<file path="src/rtl/sram_port_arbiter.sv">
// ============================================================================
// Module      : sram_port_arbiter
// Description : Two-requester round-robin arbiter in front of a single-port
//               SRAM macro, with a power-on clear sweep of the whole array.
// Revision    : 1.0 - initial release
// ============================================================================
`default_nettype none

module sram_port_arbiter #(
    parameter int ADDR_W = 9,
    parameter int DATA_W = 32,
    parameter int MASK_W = DATA_W / 8
) (
    input  logic              clock,
    input  logic              reset,

    input  logic              a_req,
    input  logic              a_we,
    input  logic [ADDR_W-1:0] a_addr,
    input  logic [MASK_W-1:0] a_wmask,
    input  logic [DATA_W-1:0] a_wdata,
    output logic              a_gnt,
    output logic              a_rvalid,
    output logic [DATA_W-1:0] a_rdata,

    input  logic              b_req,
    input  logic              b_we,
    input  logic [ADDR_W-1:0] b_addr,
    input  logic [MASK_W-1:0] b_wmask,
    input  logic [DATA_W-1:0] b_wdata,
    output logic              b_gnt,
    output logic              b_rvalid,
    output logic [DATA_W-1:0] b_rdata,

    output logic              init_busy,

    output logic              ram_clk,
    output logic              ram_csb0,
    output logic              ram_web0,
    output logic [MASK_W-1:0] ram_wmask0,
    output logic [ADDR_W-1:0] ram_addr0,
    output logic [DATA_W-1:0] ram_din0,
    input  logic [DATA_W-1:0] ram_dout0,
    output logic              ram_csb1,
    output logic [ADDR_W-1:0] ram_addr1
);

    localparam logic [0:0]        c_INIT      = 1'b0;
    localparam logic [0:0]        c_RUN       = 1'b1;
    localparam logic [ADDR_W-1:0] c_LAST_ADDR = {ADDR_W{1'b1}};

    logic [0:0]        r_state;
    logic [ADDR_W-1:0] r_cnt;
    logic              r_last_b;     // 1: B was granted most recently, A wins the next tie
    logic              r_a_rvalid;
    logic              r_b_rvalid;

    logic              w_init;
    logic              w_run;
    logic              w_a_gnt;
    logic              w_b_gnt;

    // Reset gates the combinational outputs so the macro is idle during reset
    // even before the first edge has moved the FSM back to INIT.
    assign w_init  = reset || (r_state == c_INIT);
    assign w_run   = !reset && (r_state == c_RUN);
    assign w_a_gnt = w_run && a_req && (!b_req || r_last_b);
    assign w_b_gnt = w_run && b_req && (!a_req || !r_last_b);

    always_ff @(posedge clock) begin
        if (reset) begin
            r_state    <= c_INIT;
            r_cnt      <= '0;
            r_last_b   <= 1'b1;
            r_a_rvalid <= 1'b0;
            r_b_rvalid <= 1'b0;
        end else begin
            r_a_rvalid <= w_a_gnt && !a_we;
            r_b_rvalid <= w_b_gnt && !b_we;
            case (r_state)
                c_INIT: begin
                    if (r_cnt == c_LAST_ADDR) begin
                        r_state <= c_RUN;
                    end else begin
                        r_cnt <= r_cnt + 1'b1;
                    end
                end
                default: begin
                    if (w_a_gnt) begin
                        r_last_b <= 1'b0;
                    end else if (w_b_gnt) begin
                        r_last_b <= 1'b1;
                    end
                end
            endcase
        end
    end

    always_comb begin
        ram_csb0   = 1'b1;
        ram_web0   = 1'b1;
        ram_wmask0 = '0;
        ram_addr0  = '0;
        ram_din0   = '0;
        if (!reset && (r_state == c_INIT)) begin
            ram_csb0   = 1'b0;
            ram_web0   = 1'b0;
            ram_wmask0 = {MASK_W{1'b1}};
            ram_addr0  = r_cnt;
        end else if (w_a_gnt) begin
            ram_csb0   = 1'b0;
            ram_web0   = !a_we;
            ram_wmask0 = a_wmask;
            ram_addr0  = a_addr;
            ram_din0   = a_wdata;
        end else if (w_b_gnt) begin
            ram_csb0   = 1'b0;
            ram_web0   = !b_we;
            ram_wmask0 = b_wmask;
            ram_addr0  = b_addr;
            ram_din0   = b_wdata;
        end
    end

    assign a_gnt     = w_a_gnt;
    assign b_gnt     = w_b_gnt;
    assign a_rvalid  = r_a_rvalid;
    assign b_rvalid  = r_b_rvalid;
    assign a_rdata   = ram_dout0;
    assign b_rdata   = ram_dout0;
    assign init_busy = w_init;

    assign ram_clk   = clock;
    assign ram_csb1  = 1'b1;
    assign ram_addr1 = {ADDR_W{1'b1}};

endmodule

`default_nettype wire

</file>
<file path="config.mk">
export PLATFORM = sky130hd
export DESIGN_NAME = sram_port_arbiter
export DESIGN_NICKNAME = d
export VERILOG_FILES = /design/src/rtl/sram_port_arbiter.sv
export SDC_FILE = /design/constraint.sdc
export NUM_CORES = 1
export LEC_CHECK = 0
export ABC_CLOCK_PERIOD_IN_PS = 2100
export CAP_MARGIN = 25
export CORE_AREA = 2 2 99 101
export CTS_CLUSTER_DIAMETER = 150
export DETAILED_ROUTE_END_ITERATION = 12
export DIE_AREA = 0 0 101 103
export HOLD_SLACK_MARGIN = 0.15
export PLACE_DENSITY = 0.63
export SLEW_MARGIN = 20
export SYNTH_ARGS = -nofsm -noshare
export SYNTH_HDL_FRONTEND = slang
export SYNTH_SLANG_ARGS = --single-unit
</file>
<file path="constraint.sdc">
create_clock -name clock -period 2.1 [get_ports clock]
set_input_delay 0.315 -clock clock [delete_from_list [all_inputs] [get_ports clock]]
set_output_delay 0.315 -clock clock [all_outputs]
set_load 0.05 [all_outputs]
</file>
==> metrics.txt <==
# TYPE chip_impl_metric gauge
chip_impl_info{name="run_status",value="finished clean"} 1
chip_impl_metric{name="synth_edf_count",unit=""} 0
chip_impl_metric{name="wire_per_inst",unit="um"} 16.8
chip_impl_metric{name="critPathMaxFanout",unit=""} 15
chip_impl_metric{name="period_needed",unit="ps"} 2050
chip_impl_metric{name="netlist_area",unit="um^2"} 1740
chip_impl_metric{name="synth_compound_area_frac",unit=""} 0.291
chip_impl_metric{name="fin_total_pwr",unit="mW"} 1.07
chip_impl_metric{name="insertion_delay",unit="ps"} 350
chip_impl_metric{name="drt_pre_antenna_iters",unit=""} 4
chip_impl_metric{name="floorplan.die_area",unit="um^2"} 10400
chip_impl_info{name="yosys_most_used_dff",value="sky130_fd_sc_hd__dfxtp_1"} 1
chip_impl_metric{name="regArea",unit="um^2"} 260
chip_impl_metric{name="drt_wl_total",unit="um"} 7040
chip_impl_info{name="setup.worst_path.end_class",value="primary output"} 1
chip_impl_metric{name="finish.cell_count_without_fillers",unit=""} 420
chip_impl_metric{name="setup_slack",unit="ps"} 45.8
chip_impl_metric{name="grt_usage",unit=""} 0.121
chip_impl_metric{name="max_freq",unit="MHz"} 487
chip_impl_metric{name="syn-mean-instance-area",unit="um^2"} 8.04
chip_impl_metric{name="netlist-cell-type-count",unit=""} 35
chip_impl_metric{name="post-place-cells",unit=""} 412
chip_impl_metric{name="ratio_of_total_power_to_cell_area",unit="nW/um^2"} 303
chip_impl_metric{name="finalCritPeriodShare",unit=""} 0.978
chip_impl_metric{name="yosysSeqAreaShare",unit=""} 0.149
chip_impl_metric{name="synth_instances",unit=""} 217
chip_impl_metric{name="yosys.area_share.simple",unit=""} 0.136
chip_impl_metric{name="p_leak",unit="nW"} 1.43
chip_impl_metric{name="place_ws",unit="ps"} -84.9
chip_impl_metric{name="via_count_of_the_first_global_routing_pass",unit=""} 1821
chip_impl_metric{name="relSlewSlack",unit=""} 0.638
chip_impl_metric{name="residual_antenna_violating_net_count_after_detailed_routing",unit=""} 0
chip_impl_info{name="crit_path_start_kind",value="flop"} 1
chip_impl_metric{name="die_y",unit="um"} 103
chip_impl_metric{name="total_core_area",unit="um^2"} 9460
chip_impl_metric{name="vias",unit=""} 1868
chip_impl_metric{name="pin_count",unit=""} 255
chip_impl_metric{name="placed_instance_area",unit="um^2"} 3380
chip_impl_metric{name="buffer_ports.inserted",unit=""} 148
chip_impl_metric{name="hold_viol",unit=""} 0
chip_impl_info{name="synth.area.top_cells",value="sky130_fd_sc_hd__buf_4 32%, sky130_fd_sc_hd__a22o_1 17%, sky130_fd_sc_hd__dfxtp_1 15%"} 1
chip_impl_info{name="synth.largest_area_cell",value="sky130_fd_sc_hd__buf_4"} 1
chip_impl_metric{name="remaining_drc_errors",unit=""} 0
chip_impl_metric{name="start_util",unit=""} 0.184
chip_impl_metric{name="slew_viol_final",unit=""} 0
chip_impl_metric{name="synth.mux.area_fraction",unit=""} 0.0129
chip_impl_metric{name="area_of_combinational_cells_with_multiple_inputs",unit="um^2"} 893
chip_impl_metric{name="gp_routability_congestion",unit=""} 0.800
chip_impl_metric{name="synth-seq-cells",unit=""} 13
chip_impl_metric{name="fillerInstances",unit=""} 935
chip_impl_metric{name="antenna_cells",unit=""} 0
chip_impl_info{name="cts_tree",value="done"} 1
chip_impl_metric{name="final-setup-viol-count",unit=""} 0
chip_impl_metric{name="first_pass_grt_wire_length",unit="um"} 9670
chip_impl_metric{name="nets",unit=""} 437
chip_impl_metric{name="fin_area",unit="um^2"} 3530
chip_impl_metric{name="yosys.area_share.xor_xnor",unit=""} 0.0100
chip_impl_metric{name="layout-drive-gt1-share",unit=""} 0.284
chip_impl_metric{name="worst_pin_slew",unit="ps"} 542
chip_impl_metric{name="syn_to_final_growth",unit="%"} 102
chip_impl_metric{name="grt-ovfl-total",unit=""} 0
chip_impl_metric{name="skew_final",unit="ps"} 0.973
chip_impl_metric{name="synth_warnings",unit=""} 0
chip_impl_metric{name="worstPathArrival",unit="ps"} 1740
chip_impl_metric{name="synth_top_area_frac",unit=""} 0.323
chip_impl_metric{name="rows",unit=""} 36
chip_impl_metric{name="worst_hold_slack",unit="ps"} 384
chip_impl_info{name="timing_worst_setup_path_type",value="flop to primary output"} 1
chip_impl_metric{name="dr.first_iter.drc_count",unit=""} 34
chip_impl_metric{name="cp_data_required_time",unit="ps"} 1780
chip_impl_metric{name="cap_violations",unit=""} 0
chip_impl_metric{name="die_width",unit="um"} 101
chip_impl_metric{name="via_per_inst",unit=""} 4.45
chip_impl_metric{name="synthAdderAreaFrac",unit=""} 0.0143
chip_impl_metric{name="async_reset_ff_frac",unit=""} 0
chip_impl_info{name="mostFrequentLayoutCell",value="sky130_fd_sc_hd__clkdlybuf4s50_1"} 1
chip_impl_metric{name="cts.reportedPaths.clkPinSlew",unit="ps"} 60
chip_impl_metric{name="detailed_place_hpwl",unit="um"} 5780
chip_impl_info{name="synth_top_family_by_area",value="buffers and inverters"} 1
chip_impl_info{name="hold_path_class",value="input port to flop"} 1
chip_impl_metric{name="grt_max_degree",unit=""} 24
chip_impl_info{name="mostFrequentLayoutCells",value="94 x sky130_fd_sc_hd__clkdlybuf4s50_1, 51 x sky130_fd_sc_hd__buf_12, 30 x sky130_fd_sc_hd__a22o_1"} 1
chip_impl_metric{name="number_of_antenna_violations_at_the_first_check_in_global_routing",unit=""} 0
chip_impl_metric{name="vdd_ir_drop_max",unit="V"} 0.000648
==> cell families (layout without fill, tap and decap cells) <==
group / count (synthesis) / count (layout)
fa+ha+maj: 2 / 2
mux: 2 / 2
simple gates: 42 / 42
xor+xnor: 2 / 2
buf+inv: 95 / 175
compound gates: 60 / 60
flops: 13 / 13
other cells: 1 / 10
==> routing by layer <==
layer | vias up | wire, um | global-route usage
met5 | - | 0 | 0
met3 | 4 | 706 | 0.0427
met4 | 0 | 34 | 0.0239
met1 | 848 | 2650 | 0.139
met2 | 129 | 3650 | 0.218
li1 | 887 | - | -
==> critical path, cell delays in order (launching register included) <==
cell	delay (ps)
sky130_fd_sc_hd__dfxtp_1	340
sky130_fd_sc_hd__nand2b_4	150
sky130_fd_sc_hd__and3_4	200
sky130_fd_sc_hd__buf_12	150
sky130_fd_sc_hd__a221o_1	380
sky130_fd_sc_hd__buf_12	160
==> registers in the layout, summed over array words and instances, names as in the netlist <==
name / cells
r_cnt: 9
a_rvalid: 1
b_rvalid: 1
r_last_b: 1
r_state: 1
==> path summary, 6_finish.rpt <==
check,cells past startpoint,slack (ps),start,end
max,5,50,r_last_b,ram_addr0[2]
min,3,380,reset,r_cnt[2]
max reg2reg,7,190,r_cnt[0],r_cnt[6]
min reg2reg,2,520,r_cnt[1],r_cnt[1]
==> power by group <==
part           total [mW]  switching [mW]  internal, mW
registers           0.259         0.00670         0.252
logic               0.340           0.134         0.205
clock network       0.472           0.198         0.273
==> timing repair <==
| item | CTS | global route |
|---|---|---|
| setup endpoints to repair | 40 | 44 |
| gates resized for setup | 6 | 8 |
| setup buffers | 0 | 1 |
| hold buffers | 0 | 0 |
| pin swaps | 2 | 5 |
==> stage by stage <==
stage | utilization | setup TNS, ps
global route | 0.373 | -128
finish | 0.373 | 0
detailed placement | 0.358 | -1900
floorplan | - | 0
CTS | 0.367 | -4.42
global placement | 0.358 | -1740
==> final cells by class <==
cell class | instances | area share
multi-input cells | 118 | 0.253
repair buffers | 164 | 0.603
inverters | 3 | 0.00319
clock buffers | 8 | 0.0269
flip-flops and latches | 13 | 0.0737
well taps | 114 | 0.0404
==> synthesized netlist by cell type (3+ instances only) <==
cell type / number
sky130_fd_sc_hd__buf_4: 75
sky130_fd_sc_hd__a22o_1: 33
sky130_fd_sc_hd__a221o_1: 13
sky130_fd_sc_hd__dfxtp_1: 13
sky130_fd_sc_hd__and3_1: 9
sky130_fd_sc_hd__buf_2: 8
sky130_fd_sc_hd__a21oi_1: 6
sky130_fd_sc_hd__clkbuf_1: 6
sky130_fd_sc_hd__nor2_1: 6
sky130_fd_sc_hd__nand2_1: 5
sky130_fd_sc_hd__buf_6: 3
sky130_fd_sc_hd__inv_1: 3
sky130_fd_sc_hd__nand3_1: 3
sky130_fd_sc_hd__nor2b_1: 3
sky130_fd_sc_hd__nor3_1: 3
Note: power is estimated with default switching activity, not from simulation.
